--- src/rtl/pipe_pc_select_if.sv ---
// rtl/pipe_pc_select_if.sv - fetch / M-stage / W-stage signal bundle for the PC-select unit
interface pipe_pc_select_if #(
  parameter int ADDR_W = 64,
  parameter int CNT_W  = 16
);
  logic [3:0]        f_icode;
  logic [ADDR_W-1:0] f_valC;
  logic [ADDR_W-1:0] f_valP;
  logic              F_stall;
  logic [3:0]        M_icode;
  logic              M_cnd;
  logic              M_pred_taken;
  logic [ADDR_W-1:0] M_altPC;
  logic [3:0]        W_icode;
  logic [ADDR_W-1:0] W_valM;
  logic [ADDR_W-1:0] f_pc;
  logic              f_pc_valid;
  logic              f_pred_taken;
  logic              mispredict;
  logic              halted;
  logic [CNT_W-1:0]  mispredict_cnt;

  modport master (
    output f_icode, f_valC, f_valP, F_stall,
    output M_icode, M_cnd, M_pred_taken, M_altPC,
    output W_icode, W_valM,
    input  f_pc, f_pc_valid, f_pred_taken, mispredict, halted, mispredict_cnt
  );

  modport slave (
    input  f_icode, f_valC, f_valP, F_stall,
    input  M_icode, M_cnd, M_pred_taken, M_altPC,
    input  W_icode, W_valM,
    output f_pc, f_pc_valid, f_pred_taken, mispredict, halted, mispredict_cnt
  );
endinterface

--- src/rtl/pipe_pc_select.sv ---
// rtl/pipe_pc_select.sv - pipelined Y86 PC select/predict with mispredict and ret recovery
// BTFNT_PRED_EN selects backward-taken/forward-not-taken prediction instead of always-taken.
module pipe_pc_select #(
  parameter int                ADDR_W   = 64,
  parameter logic [ADDR_W-1:0] RESET_PC = '0,
  parameter int                CNT_W    = 16
) (
  input logic         clk,
  input logic         rst_n,
  pipe_pc_select_if.slave bus
);
  localparam logic [3:0] I_HALT = 4'h0;
  localparam logic [3:0] I_JXX  = 4'h7;
  localparam logic [3:0] I_CALL = 4'h8;
  localparam logic [3:0] I_RET  = 4'h9;

  typedef enum logic [1:0] {RUN = 2'd0, RET_WAIT = 2'd1, HALTED = 2'd2} state_t;

  state_t            state;
  state_t            state_next;
  state_t            fetched_state;
  logic [ADDR_W-1:0] pred_pc;
  logic [ADDR_W-1:0] prediction;
  logic [ADDR_W-1:0] pc_sel;
  logic [CNT_W-1:0]  cnt;
  logic              mispredict;
  logic              w_ret;
  logic              redirect;
  logic              pred_taken;
  logic              pc_valid;
  logic              in_run;
  logic              in_halted;

  assign mispredict = (bus.M_icode == I_JXX) && (bus.M_cnd != bus.M_pred_taken);
  // A W-stage ret arriving alongside a mispredict belongs to the squashed path.
  assign w_ret      = (bus.W_icode == I_RET) && !mispredict;
  assign redirect   = mispredict || w_ret;

`ifdef BTFNT_PRED_EN
  assign pred_taken = bus.f_valC < bus.f_valP;
`else
  assign pred_taken = 1'b1;
`endif

  always_comb begin
    pc_sel = pred_pc;
    if (mispredict)
      pc_sel = bus.M_altPC;
    else if (w_ret)
      pc_sel = bus.W_valM;
  end

  always_comb begin
    prediction = bus.f_valP;
    if (bus.f_icode == I_CALL)
      prediction = bus.f_valC;
    else if (bus.f_icode == I_JXX && pred_taken)
      prediction = bus.f_valC;
  end

  always_comb begin
    fetched_state = RUN;
    if (bus.f_icode == I_RET)
      fetched_state = RET_WAIT;
    else if (bus.f_icode == I_HALT)
      fetched_state = HALTED;
  end

  always_ff @(posedge clk) begin
    if (!rst_n)
      pred_pc <= RESET_PC;
    else if (pc_valid && (!bus.F_stall || redirect))
      pred_pc <= prediction;
  end

  always_ff @(posedge clk) begin
    if (!rst_n)
      cnt <= '0;
    else if (mispredict && !(&cnt))
      cnt <= cnt + 1'b1;
  end

  always_ff @(posedge clk) begin
    if (!rst_n)
      state <= RUN;
    else
      state <= state_next;
  end

  // HALTED ignores a lone W ret; only a mispredict (or reset) brings it back.
  always_comb begin
    state_next = state;
    if (mispredict || (w_ret && state != HALTED) || (state == RUN && !bus.F_stall))
      state_next = fetched_state;
  end

  always_comb begin
    in_run    = 1'b0;
    in_halted = 1'b0;
    case (state)
      RUN:     in_run    = 1'b1;
      HALTED:  in_halted = 1'b1;
      default: ;
    endcase
  end

  assign pc_valid = redirect || in_run;

  assign bus.f_pc           = pc_sel;
  assign bus.f_pc_valid     = pc_valid;
  assign bus.f_pred_taken   = pred_taken;
  assign bus.mispredict     = mispredict;
  assign bus.halted         = in_halted;
  assign bus.mispredict_cnt = cnt;
endmodule

--- src/flat_wrapper.sv ---
// flat-port wrapper written by rule: the top's interface ports become plain ports
module pipe_pc_select_flat 
#(
  parameter int                ADDR_W   = 64,
  parameter logic [ADDR_W-1:0] RESET_PC = '0,
  parameter int                CNT_W    = 16
)
  (clk, rst_n, bus_f_icode, bus_f_valC, bus_f_valP, bus_F_stall, bus_M_icode, bus_M_cnd, bus_M_pred_taken, bus_M_altPC, bus_W_icode, bus_W_valM, bus_f_pc, bus_f_pc_valid, bus_f_pred_taken, bus_mispredict, bus_halted, bus_mispredict_cnt);
  pipe_pc_select_if #(.ADDR_W(ADDR_W), .CNT_W(CNT_W)) bus_i ();
  input logic clk;
  input logic rst_n;
  input wire logic [$bits(bus_i.f_icode)-1:0] bus_f_icode;
  input wire logic [$bits(bus_i.f_valC)-1:0] bus_f_valC;
  input wire logic [$bits(bus_i.f_valP)-1:0] bus_f_valP;
  input wire logic [$bits(bus_i.F_stall)-1:0] bus_F_stall;
  input wire logic [$bits(bus_i.M_icode)-1:0] bus_M_icode;
  input wire logic [$bits(bus_i.M_cnd)-1:0] bus_M_cnd;
  input wire logic [$bits(bus_i.M_pred_taken)-1:0] bus_M_pred_taken;
  input wire logic [$bits(bus_i.M_altPC)-1:0] bus_M_altPC;
  input wire logic [$bits(bus_i.W_icode)-1:0] bus_W_icode;
  input wire logic [$bits(bus_i.W_valM)-1:0] bus_W_valM;
  output wire logic [$bits(bus_i.f_pc)-1:0] bus_f_pc;
  output wire logic [$bits(bus_i.f_pc_valid)-1:0] bus_f_pc_valid;
  output wire logic [$bits(bus_i.f_pred_taken)-1:0] bus_f_pred_taken;
  output wire logic [$bits(bus_i.mispredict)-1:0] bus_mispredict;
  output wire logic [$bits(bus_i.halted)-1:0] bus_halted;
  output wire logic [$bits(bus_i.mispredict_cnt)-1:0] bus_mispredict_cnt;
  assign bus_i.f_icode = bus_f_icode;
  assign bus_i.f_valC = bus_f_valC;
  assign bus_i.f_valP = bus_f_valP;
  assign bus_i.F_stall = bus_F_stall;
  assign bus_i.M_icode = bus_M_icode;
  assign bus_i.M_cnd = bus_M_cnd;
  assign bus_i.M_pred_taken = bus_M_pred_taken;
  assign bus_i.M_altPC = bus_M_altPC;
  assign bus_i.W_icode = bus_W_icode;
  assign bus_i.W_valM = bus_W_valM;
  assign bus_f_pc = bus_i.f_pc;
  assign bus_f_pc_valid = bus_i.f_pc_valid;
  assign bus_f_pred_taken = bus_i.f_pred_taken;
  assign bus_mispredict = bus_i.mispredict;
  assign bus_halted = bus_i.halted;
  assign bus_mispredict_cnt = bus_i.mispredict_cnt;
  pipe_pc_select #(.ADDR_W(ADDR_W), .RESET_PC(RESET_PC), .CNT_W(CNT_W)) u_core (.clk(clk), .rst_n(rst_n), .bus(bus_i));
endmodule
--- config.mk ---
export PLATFORM = sky130hd
export DESIGN_NAME = pipe_pc_select_flat
export DESIGN_NICKNAME = d
export VERILOG_FILES = /design/src/rtl/pipe_pc_select_if.sv /design/src/rtl/pipe_pc_select.sv /design/src/flat_wrapper.sv
export SDC_FILE = /design/constraint.sdc
export NUM_CORES = 1
export LEC_CHECK = 0
export ABC_AREA = 0
export BUFFER_PORTS_ARGS = -buffer_cell sky130_fd_sc_hd__buf_2
export CAP_MARGIN = 20
export CORE_AREA = 2 2 140 142
export CTS_CLUSTER_SIZE = 16
export DETAILED_ROUTE_END_ITERATION = 12
export DIE_AREA = 0 0 142 144
export GPL_TIMING_DRIVEN = 0
export SYNTH_ARGS = -nofsm -noshare
export SYNTH_HDL_FRONTEND = slang
export SYNTH_SLANG_ARGS = --single-unit
export TNS_END_PERCENT = 30
--- constraint.sdc ---
create_clock -name clk -period 2.5 [get_ports clk]
set_clock_uncertainty 0.2 [all_clocks]
set_input_delay 0.25 -clock clk [delete_from_list [all_inputs] [get_ports clk]]
set_output_delay 0.25 -clock clk [all_outputs]
set_load 0.05 [all_outputs]
Yosys cells after proc, flatten, opt, wreduce, memory -nomap -nowiden
Cells that the tools add are included.
- register bits: 82
- input bits: 273
- logic and storage cells: 37
- add/sub/neg operators: 1
- equal/unequal tests: 8
- muxes and demuxes: 8
- reductions and logical operators: 17
- operators with widths (operator ; count):
    $mux W64 ; 4
    $add A16 B1 Y16 const B ; 1
    $reduce_and A16 Y1 ; 1
    $eq A4 B4 Y1 const B ; 3
    $eq A4 B3 Y1 const B ; 2
    $logic_and A1 B1 Y1 ; 6
    $logic_or A1 B1 Y1 ; 5
    $logic_not A4 Y1 ; 1
    $mux W2 ; 2
    $logic_not A1 Y1 ; 3
    $eq A2 B2 Y1 const B ; 1
    $logic_not A2 Y1 ; 1
    $mux W1 ; 2
    $ne A2 B2 Y1 const B ; 1
    $ne A1 B1 Y1 ; 1

Depth between registers and ports, before layout
- depth in word-level cells: 7
- mapped depth: 8
- depth with buffers taken out: 5

Worst setup path before layout
No wires, ideal clock.
- path kind: input to output
- start: input bus_W_icode[1]
- end: output bus_f_pc[35]
- arrival time: 2.273 ns
- data required time: 2.050 ns
- slack: -0.223 ns
- cell stages on the path: 6
- buffers on the path: 3
- cells stage by stage: nor4bb_1 buf_2 buf_2 buf_4 mux2i_1 o21ai_0
- longest elaborated chain between the ends: 4
- RTL lines (item ; line ; text):
    start, declared ; flat_wrapper.sv:20 ; input wire logic [$bits(bus_i.W_icode)-1:0] bus_W_icode;
    $eq A4 B4 Y1 ; pipe_pc_select.sv:36 ; assign w_ret = (bus.W_icode == I_RET) && !mispredict;
    $logic_and A1 B1 Y1 ; pipe_pc_select.sv:36 ;
    $mux W64 ; pipe_pc_select.sv:49 ; else if (w_ret)
    $mux W64 ; pipe_pc_select.sv:47 ; if (mispredict)
    end, declared ; flat_wrapper.sv:22 ; output wire logic [$bits(bus_i.f_pc)-1:0] bus_f_pc;
No other way between the ends.

Worst setup path in the final report
- start: input bus_M_icode[3]
- end: output bus_f_pc[5]
- longest elaborated chain between the ends: 6
- RTL lines (item ; line ; text):
    start, declared ; flat_wrapper.sv:16 ; input wire logic [$bits(bus_i.M_icode)-1:0] bus_M_icode;
    $eq A4 B3 Y1 * ; pipe_pc_select.sv:34 ; assign mispredict = (bus.M_icode == I_JXX) && (bus.M_cnd != bus.M_pred_taken);
    $logic_and A1 B1 Y1 * ; pipe_pc_select.sv:34 ;
    $logic_not A1 Y1 ; pipe_pc_select.sv:36 ;
    $logic_and A1 B1 Y1 ; pipe_pc_select.sv:36 ;
    $mux W64 ; pipe_pc_select.sv:49 ;
    $mux W64 * ; pipe_pc_select.sv:47 ;
Every way passes the cells marked *; elsewhere a longest branch is shown, timed or not.

==> impl_results.md <==
- First-pass GRT wire length: just over 30,000 um
- Placed cell areas: between 7000 and 8000 um^2
- Pint: roughly 2.7 mW
- Overflow after GRT: 0
- Hold_ws: 8.93 ps
- # nets final: around 1,300
- Mux contribution to synthesized area: 0.263
- Cell area after layout: 8060 um^2
- DRC viols: 0
- Simple-gate portion of the synthesized area: 0.119
- RSZ-0062 raised after global routing: no
- Die Footprint: ~20,000 um^2
- Synth top area share: 0.318
- Total Wirelength: a little over 20,000 um
- Worst IR Drop VDD: 0.000369 V
- GRT Overall Usage: 0.195
- Period utilisation layout: 0.947
- Largest area contributor in the netlist: dfxtp_1
- Synth Cell Area: about 5200 um^2
- Worst min-delay path category: input pin to register
- Ant. Diodes: 0
- Synth cell types: 47
- Sequential element share of the synthesized area: 0.318
- Die Width: approximately 140 um
- CP Cell Sequence: buf_2 > and4b_1 > buf_2 > nand2_2 > inv_4 > buf_6 > clkbuf_4 > nand2_1 > o21ai_0 > buf_2
- Post-DRT Antenna Nets: 0
- PD cells: approximately 520 nW/um^2
- Area grow syn2layout: 55.9%
- Final worst slack: 132 ps
- Routability congestion estimate from global placement: ~0.8
- Flop pwr share: 0.349
- Post-DP HPWL: approximately 16,000 um
- Clock buffer depth: 2
- CP startpoint kind: input pin
- Avg Cell Area, Syn: 8.22 um^2
- Net count after synthesis: roughly 900
- WP data required: roughly 2100 ps
- Vias in the first global route: approximately 6,000
- Top FF cell, synth: dfxtp_1
- Async set or reset register ratio after synthesis: 0
- Main combinational cell family by area after synthesis: multiplexers
- Starting Density: 0.271
- Critical path class: input pin to primary output
- Core area: about 19,000 um^2
- CP Buf/Inv Count: 6
- CP endpoint kind: primary output
- TritonCTS Buffers: 9
- Clk slew on worst S/H paths: 70 ps
- CTS tree: built
- Mapped Cells: approximately 630
- Synth Area in Compound Gates: 0.222
- DR iter-0 viols: around 230
- CP arrival: between 1500 and 2000 ps
- Top post-synthesis cells by area: dfxtp_1, mux2i_1, o21ai_0, a21oi_1, nand2_1
- Initial antenna violation count: 1
- Post-synth EDFFs: 0
- # setup viols final: 0
- Most frequent CP cell: buf_2
- XOR/XNOR Fraction of Synth Area: 0.00315
- Most common cell after layout, fill and taps aside: buf_2
- FP Rows: 51
- Status: complete, no violations
- I/O pins: 357
- Crit path largest cell delay: between 300 and 400 ps
- Top delay family on crit path: buffers and inverters
- Final min period: approximately 2400 ps
- Sink Count: between 80 and 90
- Hold Fails Final Rpt: 0
- First-pass iteration count of the detailed router: 4
- Die Height: between 100 and 150 um
- Critical-path top delay cell: buf_2
- Yosys warning count: 0
- H-tree levels: 3
- Largest net degree at the start of global routing: 16
- Vias per inst: between 4 and 5
- CP max FO: 10
- Placement Setup Slack: -359 ps
- Worst skew pair latency: roughly 350 ps
- Max transition margin: 0.572
- Slew Viols, Final: 0
- Commonest cells after routing, fill and taps aside: buf_2, mux2i_1, o21ai_0, dfxtp_1, nand2_1
- Leak: ~3.5 nW
- Buffers on Ports: ~360
- Net Sw Frac: 0.355
- Via count: 6,132
- Synth Register Bits: 82
- Comb pwr share: 0.318
- Drt wl/cell: around 16 um
- Layout cell share with drive strength beyond 1: 0.394
- Adder-cell share of the synthesized area: 0.00242
- Post-route setup TNS: 0 ps
- Fmax: between 400 and 500 MHz
- Max cap viols: 0
- Tot Pwr: approximately 4.2 mW
- Clock power frac: 0.333
- Root Buffer: clkbuf_16
- Net switching power: ~1.5 mW
- Worst-margin pin slew: 642 ps
through the flow:
step | std cells | utilization
floorplan | 629 | -
global placement | 1222 | 0.380
detailed placement | 1222 | 0.380
CTS | 1278 | 0.419
global route | 1280 | 0.422
finish | 1280 | 0.422
layer usage:
layer | vias up | track usage | routed length, um
li1 | 3099 | - | -
met1 | 2787 | 0.233 | 8880
met2 | 230 | 0.354 | 10500
met3 | 16 | 0.0447 | 1170
met4 | 0 | 0.0484 | 207
met5 | - | 0 | 0
synthesized netlist by cell type, types with 3 or more instances:
cell type and instances:
nand2_1 82, mux2i_1 136, clkbuf_1 26, o31ai_1 4, nor2_1 5, buf_12 6, buf_2 17, a21oi_1 71
nand4_1 3, or3_1 3, inv_1 5, o21ai_0 131, or4_1 3, dfxtp_1 82, nand2b_1 7, nand3_1 5
buf_4 4, nor4_1 5
power groups by stage:
stage                     logic [mW]  clock network (mW)  registers [mW]
after detailed placement        1.25                   0            1.48
after global routing            1.43                1.48            1.47
final                           1.33                1.39            1.45
after floorplan                0.807                   0            1.47
after global placement          1.24                   0            1.48
after CTS                       1.32                1.43            1.45
final cells by class:
type | instances | area (um^2)
Timing Repair Buffer | 397 | 2260
Multi-Input combinational cell | 485 | 3160
Fill cell | 1950 | 11000
Buffer | 55 | 377
Clock inverter | 7 | 76.3
Sequential cell | 82 | 1640
Inverter | 7 | 28.8
Clock buffer | 9 | 225
Tap cell | 238 | 298
sequential cells by signal, indices dropped and copies added, names as in the netlist:
| register | flops |
|---|---|
| u_core.pred_pc | 64 |
| u_core.bus.mispredict_cnt | 16 |
| u_core.state | 2 |
cells by family after synthesis:
family                     Yosys count
DFF                                 82
AOI/OAI and AO/OA                  218
and+or+nand+nor                    128
buffers and inverters               62
other                                1
muxes                              136
xor gates and xnor gates             1
adders and majority gates            1
worst reg2reg max path, stage by stage (launching register included):
cell and delay, ps:
dfxtp_1 350, nor2_1 220, a221o_1 190, clkbuf_1 470, clkbuf_1 460, a21oi_1 130
what timing repair did:
item | CTS | global route
resized for setup | 18 | 27
buffers inserted | 0 | 2
endpoints found under the setup margin | 66 | 55
endpoints found under the hold margin | 29 | 0
hold buffers | 40 | 0
path summary, 6_finish.rpt:
path / from / endpoint / cells past startpoint / slack (ps)
setup / recovery: bus_M_icode[3] / bus_f_pc[5] / 10 / 130
hold / removal: bus_f_valC[19] / u_core.pred_pc[19] / 3 / 9
setup reg to reg: u_core.state[0] / u_core.pred_pc[35] / 5 / 350
hold reg to reg: u_core.state[1] / u_core.state[1] / 2 / 280
(Power assumes the default switching activity.)
